===== src/rtl/mem_access_unit_if.sv =====
// mem_access_unit_if
//  Bundles the three buses of the MEM-stage load/store sequencer:
//   request  : req_valid/req_ready handshake plus store flag, funct3, byte address, store data
//   response : resp_valid pulse with resp_err and the extended load_data
//   memory   : word index, read/write enables, constant funct3, write word, read data
//  Handshake: a request transfers at a rising clk edge where req_valid & req_ready are both high.
//  The requester holds req_* stable while req_valid is high and not yet accepted. resp_valid is a
//  single-cycle pulse with no back-pressure. mem_rdata is combinational from mem_addr/mem_re, and
//  a write with mem_we high commits at the rising edge.
//  Modports:
//   master : pipeline + data memory environment (drives req_*, mem_rdata)
//   slave  : the sequencer (drives req_ready, resp_*, mem_* except mem_rdata)
interface mem_access_unit_if;
    logic        req_valid;
    logic        req_ready;
    logic        req_store;
    logic [2:0]  req_funct3;
    logic [31:0] req_addr;
    logic [31:0] req_wdata;
    logic        resp_valid;
    logic        resp_err;
    logic [31:0] load_data;
    logic [31:0] mem_addr;
    logic        mem_re;
    logic        mem_we;
    logic [2:0]  mem_funct3;
    logic [31:0] mem_wdata;
    logic [31:0] mem_rdata;

    modport master (
        output req_valid, req_store, req_funct3, req_addr, req_wdata, mem_rdata,
        input  req_ready, resp_valid, resp_err, load_data,
               mem_addr, mem_re, mem_we, mem_funct3, mem_wdata
    );

    modport slave (
        input  req_valid, req_store, req_funct3, req_addr, req_wdata, mem_rdata,
        output req_ready, resp_valid, resp_err, load_data,
               mem_addr, mem_re, mem_we, mem_funct3, mem_wdata
    );
endinterface


===== src/rtl/mem_access_unit.sv =====
// mem_access_unit
//  MEM-stage load/store sequencer. Turns byte-addressed RV32I loads/stores into full-word memory
//  cycles: read-modify-write for sb/sh, two-word split for accesses crossing a word boundary,
//  sign/zero extension of loads, and a word-range check. req_ready is low while a request is
//  in flight.
//  Ports:
//   clk        clock, rising edge
//   rst        asynchronous active-high reset
//   bus        mem_access_unit_if.slave (request, response and memory buses)
//   dbg_state  current FSM state encoding (IDLE=0 RD0=1 RD1=2 WR0=3 WR1=4 DONE=5)
module mem_access_unit #(
    parameter int MEM_WORDS = 70
) (
    input  logic               clk,
    input  logic               rst,
    mem_access_unit_if.slave   bus,
    output logic [2:0]         dbg_state
);

    localparam logic [31:0] WORD_LIMIT = 32'(MEM_WORDS);

    typedef enum logic [2:0] {
        IDLE = 3'd0,
        RD0  = 3'd1,
        RD1  = 3'd2,
        WR0  = 3'd3,
        WR1  = 3'd4,
        DONE = 3'd5
    } state_t;

    state_t      state;

    // Request latched at acceptance
    logic [31:0] w0;
    logic [1:0]  off;
    logic [2:0]  size;
    logic        store_q;
    logic        uns_q;
    logic        span_q;
    logic [31:0] wdata_q;
    logic [31:0] buf0;
    logic [31:0] buf1;

    // Registered outputs
    logic        resp_valid_q;
    logic        resp_err_q;
    logic [31:0] load_data_q;
    logic [31:0] mem_addr_q;
    logic        mem_re_q;
    logic        mem_we_q;
    logic [31:0] mem_wdata_q;

    // Decode of the request currently presented on the bus
    logic [31:0] acc_w0;
    logic [31:0] acc_w1;
    logic [1:0]  acc_off;
    logic [2:0]  acc_size;
    logic        acc_span;
    logic        acc_illegal;
    logic        acc_bad;
    logic        acc_sw_aligned;

    always_comb begin
        acc_w0  = {2'b00, bus.req_addr[31:2]};
        acc_w1  = acc_w0 + 32'd1;
        acc_off = bus.req_addr[1:0];
        case (bus.req_funct3[1:0])
            2'b00:   acc_size = 3'd1;
            2'b01:   acc_size = 3'd2;
            default: acc_size = 3'd4;
        endcase
        acc_span = ({1'b0, acc_off} + acc_size) > 3'd4;
        if (bus.req_store) begin
            // only sb/sh/sw exist
            acc_illegal = bus.req_funct3[2] | (bus.req_funct3[1:0] == 2'b11);
        end else begin
            acc_illegal = (bus.req_funct3 == 3'b011) | (bus.req_funct3 == 3'b110) |
                          (bus.req_funct3 == 3'b111);
        end
        acc_bad = acc_illegal | (acc_w0 >= WORD_LIMIT) | (acc_span & (acc_w1 >= WORD_LIMIT));
        acc_sw_aligned = bus.req_store & (acc_off == 2'b00) & (acc_size == 3'd4);
    end

    // Merge and extract operate on the buffers as they will be after the current edge, so the
    // registered write word / load result can be loaded in the same cycle as the last read.
    logic [31:0] nxt_buf0;
    logic [31:0] nxt_buf1;
    logic [63:0] dbl;
    logic [63:0] size_mask;
    logic [63:0] lane_mask;
    logic [63:0] lane_data;
    logic [63:0] merged;
    logic [63:0] shifted;
    logic [31:0] extracted;
    logic [5:0]  bit_off;

    always_comb begin
        nxt_buf0 = (state == RD0) ? bus.mem_rdata : buf0;
        nxt_buf1 = (state == RD1) ? bus.mem_rdata : buf1;
        dbl      = {nxt_buf1, nxt_buf0};
        bit_off  = {off, 3'b000};
        case (size)
            3'd1:    size_mask = 64'h0000_0000_0000_00FF;
            3'd2:    size_mask = 64'h0000_0000_0000_FFFF;
            default: size_mask = 64'h0000_0000_FFFF_FFFF;
        endcase
        lane_mask = size_mask << bit_off;
        lane_data = {32'h0, wdata_q} << bit_off;
        merged    = (dbl & ~lane_mask) | (lane_data & lane_mask);
        shifted   = dbl >> bit_off;
        case (size)
            3'd1:    extracted = uns_q ? {24'h0, shifted[7:0]}  : {{24{shifted[7]}}, shifted[7:0]};
            3'd2:    extracted = uns_q ? {16'h0, shifted[15:0]} : {{16{shifted[15]}}, shifted[15:0]};
            default: extracted = shifted[31:0];
        endcase
    end

    always_ff @(posedge clk or posedge rst) begin
        if (rst) begin
            state        <= IDLE;
            w0           <= 32'h0;
            off          <= 2'b00;
            size         <= 3'd1;
            store_q      <= 1'b0;
            uns_q        <= 1'b0;
            span_q       <= 1'b0;
            wdata_q      <= 32'h0;
            buf0         <= 32'h0;
            buf1         <= 32'h0;
            resp_valid_q <= 1'b0;
            resp_err_q   <= 1'b0;
            load_data_q  <= 32'h0;
            mem_addr_q   <= 32'h0;
            mem_re_q     <= 1'b0;
            mem_we_q     <= 1'b0;
            mem_wdata_q  <= 32'h0;
        end else begin
            resp_valid_q <= 1'b0;
            case (state)
                IDLE: begin
                    if (bus.req_valid) begin
                        w0          <= acc_w0;
                        off         <= acc_off;
                        size        <= acc_size;
                        store_q     <= bus.req_store;
                        uns_q       <= bus.req_funct3[2];
                        span_q      <= acc_span;
                        wdata_q     <= bus.req_wdata;
                        buf0        <= 32'h0;
                        buf1        <= 32'h0;
                        resp_err_q  <= 1'b0;
                        load_data_q <= 32'h0;
                        if (acc_bad) begin
                            state        <= DONE;
                            resp_valid_q <= 1'b1;
                            resp_err_q   <= 1'b1;
                        end else if (acc_sw_aligned) begin
                            // full aligned word: no read needed
                            state       <= WR0;
                            mem_we_q    <= 1'b1;
                            mem_addr_q  <= acc_w0;
                            mem_wdata_q <= bus.req_wdata;
                        end else begin
                            state      <= RD0;
                            mem_re_q   <= 1'b1;
                            mem_addr_q <= acc_w0;
                        end
                    end
                end
                RD0: begin
                    buf0 <= bus.mem_rdata;
                    if (span_q) begin
                        state      <= RD1;
                        mem_addr_q <= w0 + 32'd1;
                    end else if (store_q) begin
                        state       <= WR0;
                        mem_re_q    <= 1'b0;
                        mem_we_q    <= 1'b1;
                        mem_wdata_q <= merged[31:0];
                    end else begin
                        state        <= DONE;
                        mem_re_q     <= 1'b0;
                        mem_addr_q   <= 32'h0;
                        resp_valid_q <= 1'b1;
                        load_data_q  <= extracted;
                    end
                end
                RD1: begin
                    buf1 <= bus.mem_rdata;
                    mem_re_q <= 1'b0;
                    if (store_q) begin
                        state       <= WR0;
                        mem_we_q    <= 1'b1;
                        mem_addr_q  <= w0;
                        mem_wdata_q <= merged[31:0];
                    end else begin
                        state        <= DONE;
                        mem_addr_q   <= 32'h0;
                        resp_valid_q <= 1'b1;
                        load_data_q  <= extracted;
                    end
                end
                WR0: begin
                    if (span_q) begin
                        state       <= WR1;
                        mem_addr_q  <= w0 + 32'd1;
                        mem_wdata_q <= merged[63:32];
                    end else begin
                        state        <= DONE;
                        mem_we_q     <= 1'b0;
                        mem_addr_q   <= 32'h0;
                        mem_wdata_q  <= 32'h0;
                        resp_valid_q <= 1'b1;
                    end
                end
                WR1: begin
                    state        <= DONE;
                    mem_we_q     <= 1'b0;
                    mem_addr_q   <= 32'h0;
                    mem_wdata_q  <= 32'h0;
                    resp_valid_q <= 1'b1;
                end
                DONE: begin
                    state       <= IDLE;
                    resp_err_q  <= 1'b0;
                    load_data_q <= 32'h0;
                end
                default: begin
                    state    <= IDLE;
                    mem_re_q <= 1'b0;
                    mem_we_q <= 1'b0;
                end
            endcase
        end
    end

    assign bus.req_ready  = (state == IDLE) & ~rst;
    assign bus.resp_valid = resp_valid_q;
    assign bus.resp_err   = resp_err_q;
    assign bus.load_data  = load_data_q;
    assign bus.mem_addr   = mem_addr_q;
    assign bus.mem_re     = mem_re_q;
    assign bus.mem_we     = mem_we_q;
    assign bus.mem_funct3 = 3'b010;
    assign bus.mem_wdata  = mem_wdata_q;
    assign dbg_state      = state;

endmodule

===== src/flat_wrapper.sv =====
// flat-port wrapper written by rule: the top's interface ports become plain ports
module mem_access_unit_flat 
#(
    parameter int MEM_WORDS = 70
)
  (clk, rst, dbg_state, bus_req_valid, bus_req_store, bus_req_funct3, bus_req_addr, bus_req_wdata, bus_mem_rdata, bus_req_ready, bus_resp_valid, bus_resp_err, bus_load_data, bus_mem_addr, bus_mem_re, bus_mem_we, bus_mem_funct3, bus_mem_wdata);
  mem_access_unit_if bus_i ();
  input  logic clk;
  input  logic rst;
  output logic [2:0] dbg_state;
  input wire logic [$bits(bus_i.req_valid)-1:0] bus_req_valid;
  input wire logic [$bits(bus_i.req_store)-1:0] bus_req_store;
  input wire logic [$bits(bus_i.req_funct3)-1:0] bus_req_funct3;
  input wire logic [$bits(bus_i.req_addr)-1:0] bus_req_addr;
  input wire logic [$bits(bus_i.req_wdata)-1:0] bus_req_wdata;
  input wire logic [$bits(bus_i.mem_rdata)-1:0] bus_mem_rdata;
  output wire logic [$bits(bus_i.req_ready)-1:0] bus_req_ready;
  output wire logic [$bits(bus_i.resp_valid)-1:0] bus_resp_valid;
  output wire logic [$bits(bus_i.resp_err)-1:0] bus_resp_err;
  output wire logic [$bits(bus_i.load_data)-1:0] bus_load_data;
  output wire logic [$bits(bus_i.mem_addr)-1:0] bus_mem_addr;
  output wire logic [$bits(bus_i.mem_re)-1:0] bus_mem_re;
  output wire logic [$bits(bus_i.mem_we)-1:0] bus_mem_we;
  output wire logic [$bits(bus_i.mem_funct3)-1:0] bus_mem_funct3;
  output wire logic [$bits(bus_i.mem_wdata)-1:0] bus_mem_wdata;
  assign bus_i.req_valid = bus_req_valid;
  assign bus_i.req_store = bus_req_store;
  assign bus_i.req_funct3 = bus_req_funct3;
  assign bus_i.req_addr = bus_req_addr;
  assign bus_i.req_wdata = bus_req_wdata;
  assign bus_i.mem_rdata = bus_mem_rdata;
  assign bus_req_ready = bus_i.req_ready;
  assign bus_resp_valid = bus_i.resp_valid;
  assign bus_resp_err = bus_i.resp_err;
  assign bus_load_data = bus_i.load_data;
  assign bus_mem_addr = bus_i.mem_addr;
  assign bus_mem_re = bus_i.mem_re;
  assign bus_mem_we = bus_i.mem_we;
  assign bus_mem_funct3 = bus_i.mem_funct3;
  assign bus_mem_wdata = bus_i.mem_wdata;
  mem_access_unit #(.MEM_WORDS(MEM_WORDS)) u_core (.clk(clk), .rst(rst), .bus(bus_i), .dbg_state(dbg_state));
endmodule

===== config.mk =====
export PLATFORM = sky130hd
export DESIGN_NAME = mem_access_unit_flat
export DESIGN_NICKNAME = d
export VERILOG_FILES = /design/src/rtl/mem_access_unit_if.sv /design/src/rtl/mem_access_unit.sv /design/src/flat_wrapper.sv
export SDC_FILE = /design/constraint.sdc
export NUM_CORES = 1
export LEC_CHECK = 0
export CORE_MARGIN = 2
export CORE_UTILIZATION = 55
export DETAILED_ROUTE_END_ITERATION = 10
export GPL_TIMING_DRIVEN = 0
export PLACE_DENSITY_LB_ADDON = 0.25
export SYNTH_ARGS = -nofsm -noshare
export SYNTH_HDL_FRONTEND = slang
export SYNTH_SLANG_ARGS = --single-unit

===== constraint.sdc =====
create_clock -name clk -period 12.2 [get_ports clk]
set_input_delay 3.66 -clock clk [delete_from_list [all_inputs] [get_ports clk]]
set_output_delay 3.66 -clock clk [all_outputs]
set_load 0.01 [all_outputs]

## After elaboration in Yosys (flattened, before gate mapping)

Cells that the tools add are included.

- Add/sub/neg operators: 3
- Shift-type cells: 3
- Bitwise gates (word level): 16
- Divide/modulo/power cells: 0
- Multiplexer cells: 54
- Magnitude comparators: 3
- Multiply operators: 0
- Equality and inequality tests: 20
- Reduce and logical (&&, ||, !) cells: 18

Operators by type and width:

| operator | number |
|---|---|
| $mux 32 | 18 |
| $pmux 32 s5 | 2 |
| $pmux 32 s2 | 4 |
| $and 64x64->64 | 2 |
| $pmux 32 s4 | 1 |
| $shl 32x5->64 | 2 |
| $not 64->64 | 1 |
| $or 64x64->64 | 1 |
| $shr 64x5->32 | 1 |
| $add 30x1->31 const B | 2 |
| $ge 32x7->1 const B | 1 |
| $ge 30x7->1 const B | 1 |
| $mux 30 | 1 |
| $mux 1 | 17 |
| $eq 3x3->1 const B | 5 |
| $pmux 3 s5 | 1 |
| $eq 3x2->1 const B | 4 |
| $mux 3 | 4 |
| $ne 2x2->1 const B | 5 |
| $pmux 1 s5 | 2 |
| $reduce_and 5->1 | 2 |
| $reduce_and 2->1 | 4 |
| $eq 3x1->1 const B | 2 |
| $pmux 3 s2 | 1 |
| 21 further kinds | 33 |

- Memory bits (read-only): 0
- Memories kept: 0
- Output and inout port bits: 107
- RAM bits: 0
- Logic and storage cells: 134
- Latch bits: 0
- Bits in registers: 237

## Longest topological paths before layout

Gate-level depths: netlist (run 1).

- Depth after elaboration: 9
- Gate-level depth with buffers: 12
- Mapped depth without buffers: 10

## Least setup slack after synthesis (run 1)

OpenSTA, ideal clock, no wires.

- Path type: input port to output port
- Start: input port rst
- End: output port bus_req_ready
- Arrival: 3,829 ps
- Slack: 4,711 ps
- Stages: 1
- Path through: nor2_1

- Cells in the longest elaborated chain, start to end: 2

RTL lines:

| what | RTL line | RTL |
|---|---|---|
| start, declared | flat_wrapper.sv:9 | `input logic rst;` |
| $not 1->1 | mem_access_unit.sv:237 | `assign bus.req_ready = (state == IDLE) & ~rst;` |
| $and 1x1->1 | mem_access_unit.sv:237 |  |
| end, declared | flat_wrapper.sv:17 | `output wire logic [$bits(bus_i.req_ready)-1:0] bus_req_ready;` |

Every way passes these cells.

## Final worst setup path (run 1)

Same ends and word-level chain as after synthesis.

==> results of run 1 <==
-- final timing paths --
check,to,cells past startpoint,start,slack [ns]
setup reg to reg,u_core.bus.load_data[17]$_DFFE_PP0P_,9,u_core.dbg_state[1]$_DFFE_PP0N_,7.69
hold / removal,u_core.bus.load_data[11]$_DFFE_PP0P_,2,u_core.bus.load_data[11]$_DFFE_PP0P_,0.47
hold reg to reg,u_core.bus.load_data[11]$_DFFE_PP0P_,2,u_core.bus.load_data[11]$_DFFE_PP0P_,0.47
min in group asynchronous,u_core.dbg_state[0]$_DFFE_PP0N_,2,rst,3.57
max in group asynchronous,u_core.buf0[26]$_DFFE_PP0P_,4,rst,7.38
setup / recovery,bus_req_ready,3,rst,3.69
-- cell type report --
cell class,instances,area [um2],share of cell area (%)
plain buffers,103,437,2.63
clock buffers,38,807,4.86
clock inverters,9,145,0.873
inverters,36,143,0.858
multi-input cells,1044,6730,40.5
flip-flops and latches,236,5910,35.5
well taps,319,399,2.40
repair buffers,201,2050,12.3
-- flip-flops by register name, indices dropped and copies added, names as in the netlist, 2 cells and up --
name                  cells
u_core.buf0              32
u_core.buf1              32
u_core.bus.load_data     32
u_core.bus.mem_wdata     32
u_core.wdata_q           32
u_core.bus.mem_addr      31
u_core.w0                30
u_core.dbg_state          3
u_core.size               3
u_core.off                2
-- critical path, stage by stage --
cell and delay [ns]:
clkdlybuf4s50_1 0.51, nor2_1 0.14, clkdlybuf4s50_1 0.54
-- layer usage --
| layer | up-vias | part of all wire [%] | global-route usage, % |
|---|---|---|---|
| met2 | 947 | 43 | 58.3 |
| met3 | 135 | 13 | 12.0 |
| li1 | 5552 | - | - |
| met1 | 6357 | 41 | 56.9 |
| met4 | 0 | 3.2 | 11.8 |
| met5 | - | 0 | 0 |
-- power groups by stage --
stage	logic, uW	clock network [uW]	registers [uW]
final	2720	875	1410
after global routing	2880	902	1440
after CTS	2640	872	1400
after detailed placement	2620	0	1400
after global placement	2570	0	1390
after floorplan	1570	0	1370
-- through the flow --
| step | TNS, ns | hold slack (ns) | power, uW | area [um2] |
|---|---|---|---|---|
| 2_1_floorplan | 0 | 0.458 | 2940 | 13200 |
| 3_3_place_gp | -188.11 | 0.452 | 3960 | 15600 |
| 3_5_place_dp | 0 | 0.459 | 4020 | 15700 |
| 4_1_cts | 0 | 0.471 | 4910 | 16600 |
| 5_1_grt | 0 | 0.505 | 5220 | 16600 |
| 6_report | 0 | 0.468 | 5010 | 16600 |
-- kinds of logic after synthesis --
logic type,after synthesis
compound gates,295
xor+xnor,7
fa+ha+maj,6
buf+inv,139
flops,236
mux,164
other cells,2
simple gates,568
-- cell usage after synthesis, types with 5 or more instances --
library cell,number
dfrtp_1,235
nand2_1,303
mux4_2,30
or2_2,5
nand4_1,10
a21oi_1,58
mux2_2,28
mux2i_1,98
nand3_1,28
a22oi_1,5
or3_1,7
nor2b_1,5
clkbuf_1,79
a222oi_1,18
a221o_1,36
inv_1,35
ha_1,5
a22o_1,18
nor4_1,15
mux2_1,8
buf_1,7
nor2_1,124
buf_2,9
o22ai_1,11
nor3_1,21
a221oi_1,16
o21ai_0,89
and3_1,23
nor3b_1,8
o21a_1,5
==> flow_results.org, run 1 <==
** Setup path
- Peak fanout along the critical path :: 2
- STA puts the critical path data arrival time at 4.85 ns.
- The worst setup path is of the input port to output port kind.
- The worst setup path is launched from an input port.
- Required time at the worst-slack endpoint :: 8.54 ns
- Kind of end point of the critical path :: output port

** Clock tree
- Total clock sinks :: 236
- Insertion delay to the later sink of the worst-skew pair :: 0.55 ns
- CTS HTree Levels :: 1
- Number of buffers inserted for hold repair after clock tree synthesis :: 0
- TritonCTS built the clock tree.
- Clock-pin slew of the registers on the worst-case setup and hold paths :: 0.06 ns
- Post-CTS Setup Inserts :: 0
- Number of buffers added by the clock tree synthesis step :: 26
- Root Buffer :: clkbuf_16
- No sink is reached through more buffers than the 3 on the longest clock path.
- The number of gates resized after CTS was 0.

** Layout
- The layout has 1,786 filler cells.
- Leaving out filler cells and counting taps, the final layout contains 1,986.
- The library cell used most frequently in the layout, excluding fill and tap cells, is nand2_1.
- Layout Nets :: approximately 1,800
- Measured on the finished design, the core utilization comes to a little over two thirds.
- Relative to the synthesized area, the layout overhead comes to 25.9%.
- In the final layout, the share of cells above drive strength 1 is 8.16%.
- Most used cells in the layout excluding fill and tap cells :: nand2_1 (303), dfrtp_1 (235), clkdlybuf4s50_1 (199), nor2_1 (124), mux2i_1 (98)
- Number of diodes added for antenna fixing :: 0

** Synthesis
- Of all cell types, the one taking the most synthesized area is dfrtp_1.
- Counting flops with an async set or reset pin after synthesis yields a share of 100%.
- In the synthesized netlist, mux cells make up 15.6% of the area.
- Sequential cells were found to cover between 40% and 50% of the synthesized design area.
- Main combinational cell family by area after synthesis :: simple AND/OR/NAND/NOR gates
- A synthesized cell averages 9.32 um2.
- Largest cells by area after synthesis :: dfrtp_1 (45%), nand2_1 (8.6%), mux2i_1 (7.4%)
- Post-Syn Area :: 13,200 um2
- Summing the areas of all compound-gate instances in the mapped netlist gives 15.4% of the synthesized area.
- The synthesized netlist contains 72 unique library cells.
- Fraction of post-synthesis cell area in the top cell type by area :: 44.5%
- Post-synth top flop :: dfrtp_1
- Synth Instances :: roughly 1,400
- Number of register bits inferred by synthesis :: approximately 240
- In this run, synthesis inferred 0 flip-flops with an integrated enable.
- The synthesized netlist devotes 18.7% of its cell area to simple gates.
- Adder and majority cell fraction of the synthesized area :: 0.625%
- During synthesis, Yosys emitted a total of 0 warnings.
- Post-synthesis share of cell area spent on xor and xnor gates :: 0.464%

** STA
- Crit share post-route :: 69.7%
- Relative slew slack :: 1.41%
- Transition time at the pin with the least slew margin :: 1.48 ns
- Timing would allow up to around 120 MHz.
- Worst clock skew on the final layout :: 0.0119 ns
- RSZ-0062 raised after global routing :: no
- The final number of hold-violating endpoints was 0.
- Final Critical Period :: 8.51 ns
- Once routing completed, OpenROAD measured the worst setup slack at 3.69 ns.
- Setup violations remaining at the end of the flow were counted as 0.
- The number of max-slew violations in the final report came to 0.

** Die
- Die Ht :: 159 um
- The floorplan step defined a die boundary enclosing 25,300 um2.
- From left edge to right edge, the die measures 159 um.
- Number of top-level pins :: 210
- Area inside the core boundary :: approximately 24,000 um2
- In this run the core area contains 56 standard-cell rows.
- Starting density of the core :: 56.1%

** Global route
- Entering global routing, the biggest net connects 103 pins.
- Global-route wire length before repair :: between 70,000 and 80,000 um
- The initial antenna violation count came to 0.
- Summed over all layers, the global routing overflow is 0.
- Number of global-route vias before repair :: between 10,000 and 15,000
- Total routing resource utilization after global routing :: 39.6%

** Placement
- OpenSTA, run right after detailed placement, puts the worst setup slack at 3.69 ns.
- DP Cell Count :: 1,939
- HPWL after detailed placement :: 38,400 um
- The congestion estimate from routability-driven global placement came to 1.00.
- Number of input and output port buffers inserted :: 199

** Routing
- For this run, the detailed router's first-pass iteration total came to 8.
- The detail route stage leaves a number of antenna-violating nets equal to 0.
- Number of vias after detailed routing :: 13,000
- Dividing the detail-routed wire length by the instance count gives 25.5 um.
- DR DRC count :: 0
- Detailed router's first-iteration violation count :: 1,935
- Dividing the detail-routed via count by the number of cells gives 6.54.
- After detailed routing, the total wire length is 50,600 um.

** Power
- Switching portion of total power :: 45.0%
- Across the VDD grid, the largest voltage drop is 0.166 mV.
- In this run the power density over the cells is 301 nW/um2.
- The analysis attributes to net switching a power of 2250 uW.
- The clock network is responsible for 17.5% of the overall power.
- In this run the static leakage power is 0.00746 uW.
- Logic pwr share :: 54.4%
- Sequential fraction of design power :: 28.2%
- Internal power contribution :: 2750 uW

** Flow run
- Reported max-cap violation count :: 0

** Outcome
- The flow ran to the end, and the final reports show no timing, DRC or antenna violations.

** Min path
- Type of the most critical hold path :: flop to flop
(Power assumes the default switching activity.)
==> inputs of run 2 (changes only) <==
- clock period: 12.2 -> 8.6 ns (I/O delays scaled with it)
==> flow_results.org, run 2 (same netlist as run 1, synthesis figures left out) <==
** Die
- Die Ht :: 159 um (unchanged)
- Row Count :: 56 (unchanged)
- Die X :: 159 um (unchanged)
- Area inside the core boundary :: 23,500 um2 (unchanged)
- Starting density of the core :: 56.1% (unchanged)
- The area enclosed by the die boundary came to 25,300 um2 (unchanged).
- The number of I/O pins came to 210 (unchanged).

** Power
- Power density over the cells :: 421 nW/um2 (+40%)
- The standby leakage power came to 0.00742 uW (-0.54%).
- Sequential fraction of design power :: 28.7% (+0.5 points)
- Largest voltage drop on the vdd net :: 0.261 mV (+58%)
- The logic gate share of total power is 55.5% (+1.1 points).
- The net switching share of the total power was 45.9% (+0.86 points).
- The total net switching power was 3200 uW (+42%).
- Internal power contribution :: 3770 uW (+37%)
- The proportion of power drawn by the clock network came to 15.8% (-1.7 points).

** STA
- Final sum of negative setup slack :: 0 ns (unchanged)
- The transition at the pin with the smallest max-transition slack came to 1.37 ns (-0.103 ns).
- Based on the critical path, the design can be clocked at up to 154 MHz.
- Final hold violation count :: 0 (unchanged)
- The count of endpoints failing setup in the final report came to 0 (unchanged).
- Relative slew slack :: 8.27% (+6.9 points)
- Setup repair after global routing left no endpoint under its margin.
- Worst clock skew on the final layout :: 0.0239 ns (+0.0120 ns)
- The worst path uses 75.6% of the clock period.
- For the finished layout, the period the worst path requires is around 6.5 ns.
- The final critical-path setup slack is 2.09 ns (-1.60 ns).
- The number of max-slew violations in the final report came to 0 (unchanged).

** Outcome
- The run finished with clean final reports.

** Setup path
- Launch point of the worst path :: bus_req_addr[3]
- The highest fanout seen on the critical path was 10 (+8).
- The startpoint identified for the worst register-to-register timing path is u_core.dbg_state[1]$_DFFE_PP0N_.
- Crit path capture :: u_core.bus.mem_wdata[1]$_DFFE_PP0P_
- Critical path's largest stage delay :: 0.60 ns (+0.06 ns)
- STA classifies the critical path endpoint as a flop.
- The critical path data required time came to 9.02 ns (+0.48 ns).
- Flop2flop setup slack :: 4.16 ns (-3.53 ns)
- By startpoint and endpoint, the worst setup path is classified as input port to flop.
- Kind of start point of the critical path :: input port
- Path depth of the worst reg2reg path :: 9 (unchanged)
- The worst endpoint data arrival time is 6.92 ns (+2.07 ns).
- The signal on the critical path passes through clkdlybuf4s50_1 > ha_1 > nand4_1 > or2_2 > clkbuf_1 > or4_1 > a22o_1 > nor4_4 > o21ai_2 > a211oi_2 > buf_2 > mux2_2.
- Worst reg2reg endpoint :: u_core.bus.load_data[24]$_DFFE_PP0P_
- Worst path slowest cell :: clkdlybuf4s50_1

** Layout
- The area growth from synthesis to layout is 25.4%.
- Layout Nets :: 1,760 (+0.17%)
- The fraction of final layout cells with drive strength greater than 1 came to 8.38% (+0.22 points).
- The number of non-filler instances in the completed layout came to 1,990 (+0.20%).
- Fill count :: 1,828 (+2.4%)
- Most common cell after layout, fill and taps aside :: nand2_1
- Leaving out fill and tap cells, the most frequent cells in the layout are nand2_1 (303), dfrtp_1 (235), clkdlybuf4s50_1 (199), nor2_1 (124), mux2i_1 (98).

** Routing
- First-pass detailed-route iteration total :: 6 (-2)
- The number of remaining DRC errors was 0 (unchanged).
- Detailed router's first-iteration violation count :: 1,741 (-10%)
- The overall via count from detail_route is 12,900 (-0.65%).
- The final antenna-violating net count was 0 (unchanged).
- The via density per instance was 6.49 (-0.85%).
- The total detailed-routing wirelength came to 50,200 um (-0.89%).
- Avg WL per Cell :: 25.2 um (-1.1%)

** Global route
- Maximum number of pins on one net before global-route repair :: 42 (-59%)
- The number of global-route vias before repair is 12,300 (-1.0%).
- GR Overflow Total :: 0 (unchanged)
- The initial antenna violation count is 1 (+1).
- Total routing resource utilization after global routing :: 39.0% (-0.54 points)
- The first-pass GRT wire length was 75,300 um (-1.8%).

** Flow run
- Reported max-cap violation count :: 0 (unchanged)

** Clock tree
- The count of hold-fix buffers inserted at cts is 0 (unchanged).
- The latest clock arrival within the worst-skew pair is 0.55 ns (about the same).
- Clock-pin slew of the registers on the worst-case setup and hold paths :: 0.06 ns (about the same)
- Number of buffers added by the clock tree synthesis step :: 25 (-3.8%)
- Longest Clk Path Bufs :: 3 (unchanged)
- Clock tree from TritonCTS :: built
- Total clock sinks :: 236 (unchanged)
- The tree is rooted in a clkbuf_16.
- The number of post-CTS setup repair buffers was 0 (unchanged).
- Quantity of gates resized following cts :: 0 (unchanged)
- The number of levels the H-tree was split into is 1 (unchanged).

** Placement
- Worst setup timing slack at the placement stage :: 1.62 ns (-2.07 ns)
- RePlAce Congestion :: 1.05 (+4.7%)
- Number of input and output port buffers inserted :: 199 (unchanged)
- The post-placement cell count is 1,943 (+0.21%).
- The total half-perimeter wirelength after legalization and detailed placement was 37,900 um (-1.2%).

** Min path
- Type of the most critical hold path :: flop to flop
run 2: cell type report:
| cell class | instances | area, um2 | area share (%) |
|---|---|---|---|
| antenna | 1 | 2.50 | 0.0151 |
| buffer | 103 | 437 | 2.64 |
| clock buffer | 30 | 684 | 4.13 |
| clock inverter | 16 | 141 | 0.854 |
| inverter | 36 | 139 | 0.839 |
| multi-input combinational | 1044 | 6730 | 40.7 |
| sequential | 236 | 5910 | 35.7 |
| tap | 319 | 399 | 2.41 |
| timing repair buffer | 205 | 2110 | 12.8 |
run 2: metal layers:
metal	wire (um)	track usage (%)	up-vias
met1	20600	57.6	6269
met4	2030	13.3	0
met5	0	0	-
met3	6300	10.7	142
li1	-	-	5565
met2	21300	55.9	931
run 2: stage by stage:
| stage | power, uW | hold slack [ns] | utilization [%] | cell area (um2) |
|---|---|---|---|---|
| finish | 6970 | 0.468 | 70.3 | 16600 |
| global route | 7250 | 0.498 | 70.3 | 16600 |
| global placement | 5610 | 0.451 | 66.3 | 15600 |
| CTS | 6830 | 0.473 | 70.3 | 16600 |
| detailed placement | 5700 | 0.460 | 66.8 | 15700 |
| floorplan | 4170 | 0.458 | - | 13200 |
run 2: power groups by stage:
stage          Clock (uW)  Combinational, uW  Sequential [uW]
2_1_floorplan           0               2220             1950
3_3_place_gp            0               3640             1980
3_5_place_dp            0               3710             1990
4_1_cts              1100               3750             1980
5_1_grt              1150               4060             2040
6_report             1100               3870             2000
run 2: worst min path at each step:
stage / startpoint / to / slack, ns / cells past startpoint
final: u_core.bus.load_data[10]$_DFFE_PP0P_ / u_core.bus.load_data[10]$_DFFE_PP0P_ / 0.47 / 2
after global routing: u_core.bus.load_data[12]$_DFFE_PP0P_ / u_core.bus.load_data[12]$_DFFE_PP0P_ / 0.50 / 2
after CTS: u_core.bus.load_data[10]$_DFFE_PP0P_ / u_core.bus.load_data[10]$_DFFE_PP0P_ / 0.47 / 2
after detailed placement: u_core.bus.load_data[10]$_DFFE_PP0P_ / u_core.bus.load_data[10]$_DFFE_PP0P_ / 0.46 / 2
after global placement: u_core.bus.load_data[11]$_DFFE_PP0P_ / u_core.bus.load_data[11]$_DFFE_PP0P_ / 0.45 / 2
after floorplan: u_core.wdata_q[10]$_DFFE_PP0P_ / u_core.wdata_q[10]$_DFFE_PP0P_ / 0.46 / 2
run 2: worst max-delay path: cells and delay by family:
family,cells,cell delay (ns)
and+or+nand+nor,4,1.52
buffers and inverters,3,1.24
AOI/OAI and AO/OA,3,0.91
muxes,1,0.38
adders and majority gates,1,0.28
==> inputs of run 3 (changes only) <==
- clock period: 8.6 -> 6.5 ns (I/O delays scaled with it)
==> results of run 3 <==
The final DEF is identical to that of run 2. Status: complete, no violations.
Among the figures that moved: setup slack after placement 1.62 ns -> 0.150 ns; setup slack after layout 2.09 ns -> 0.624 ns; register-to-register setup slack 4.16 ns -> 2.06 ns; total power 6970 uW -> 9220 uW; worst IR drop on VDD 0.261 mV -> 0.346 mV
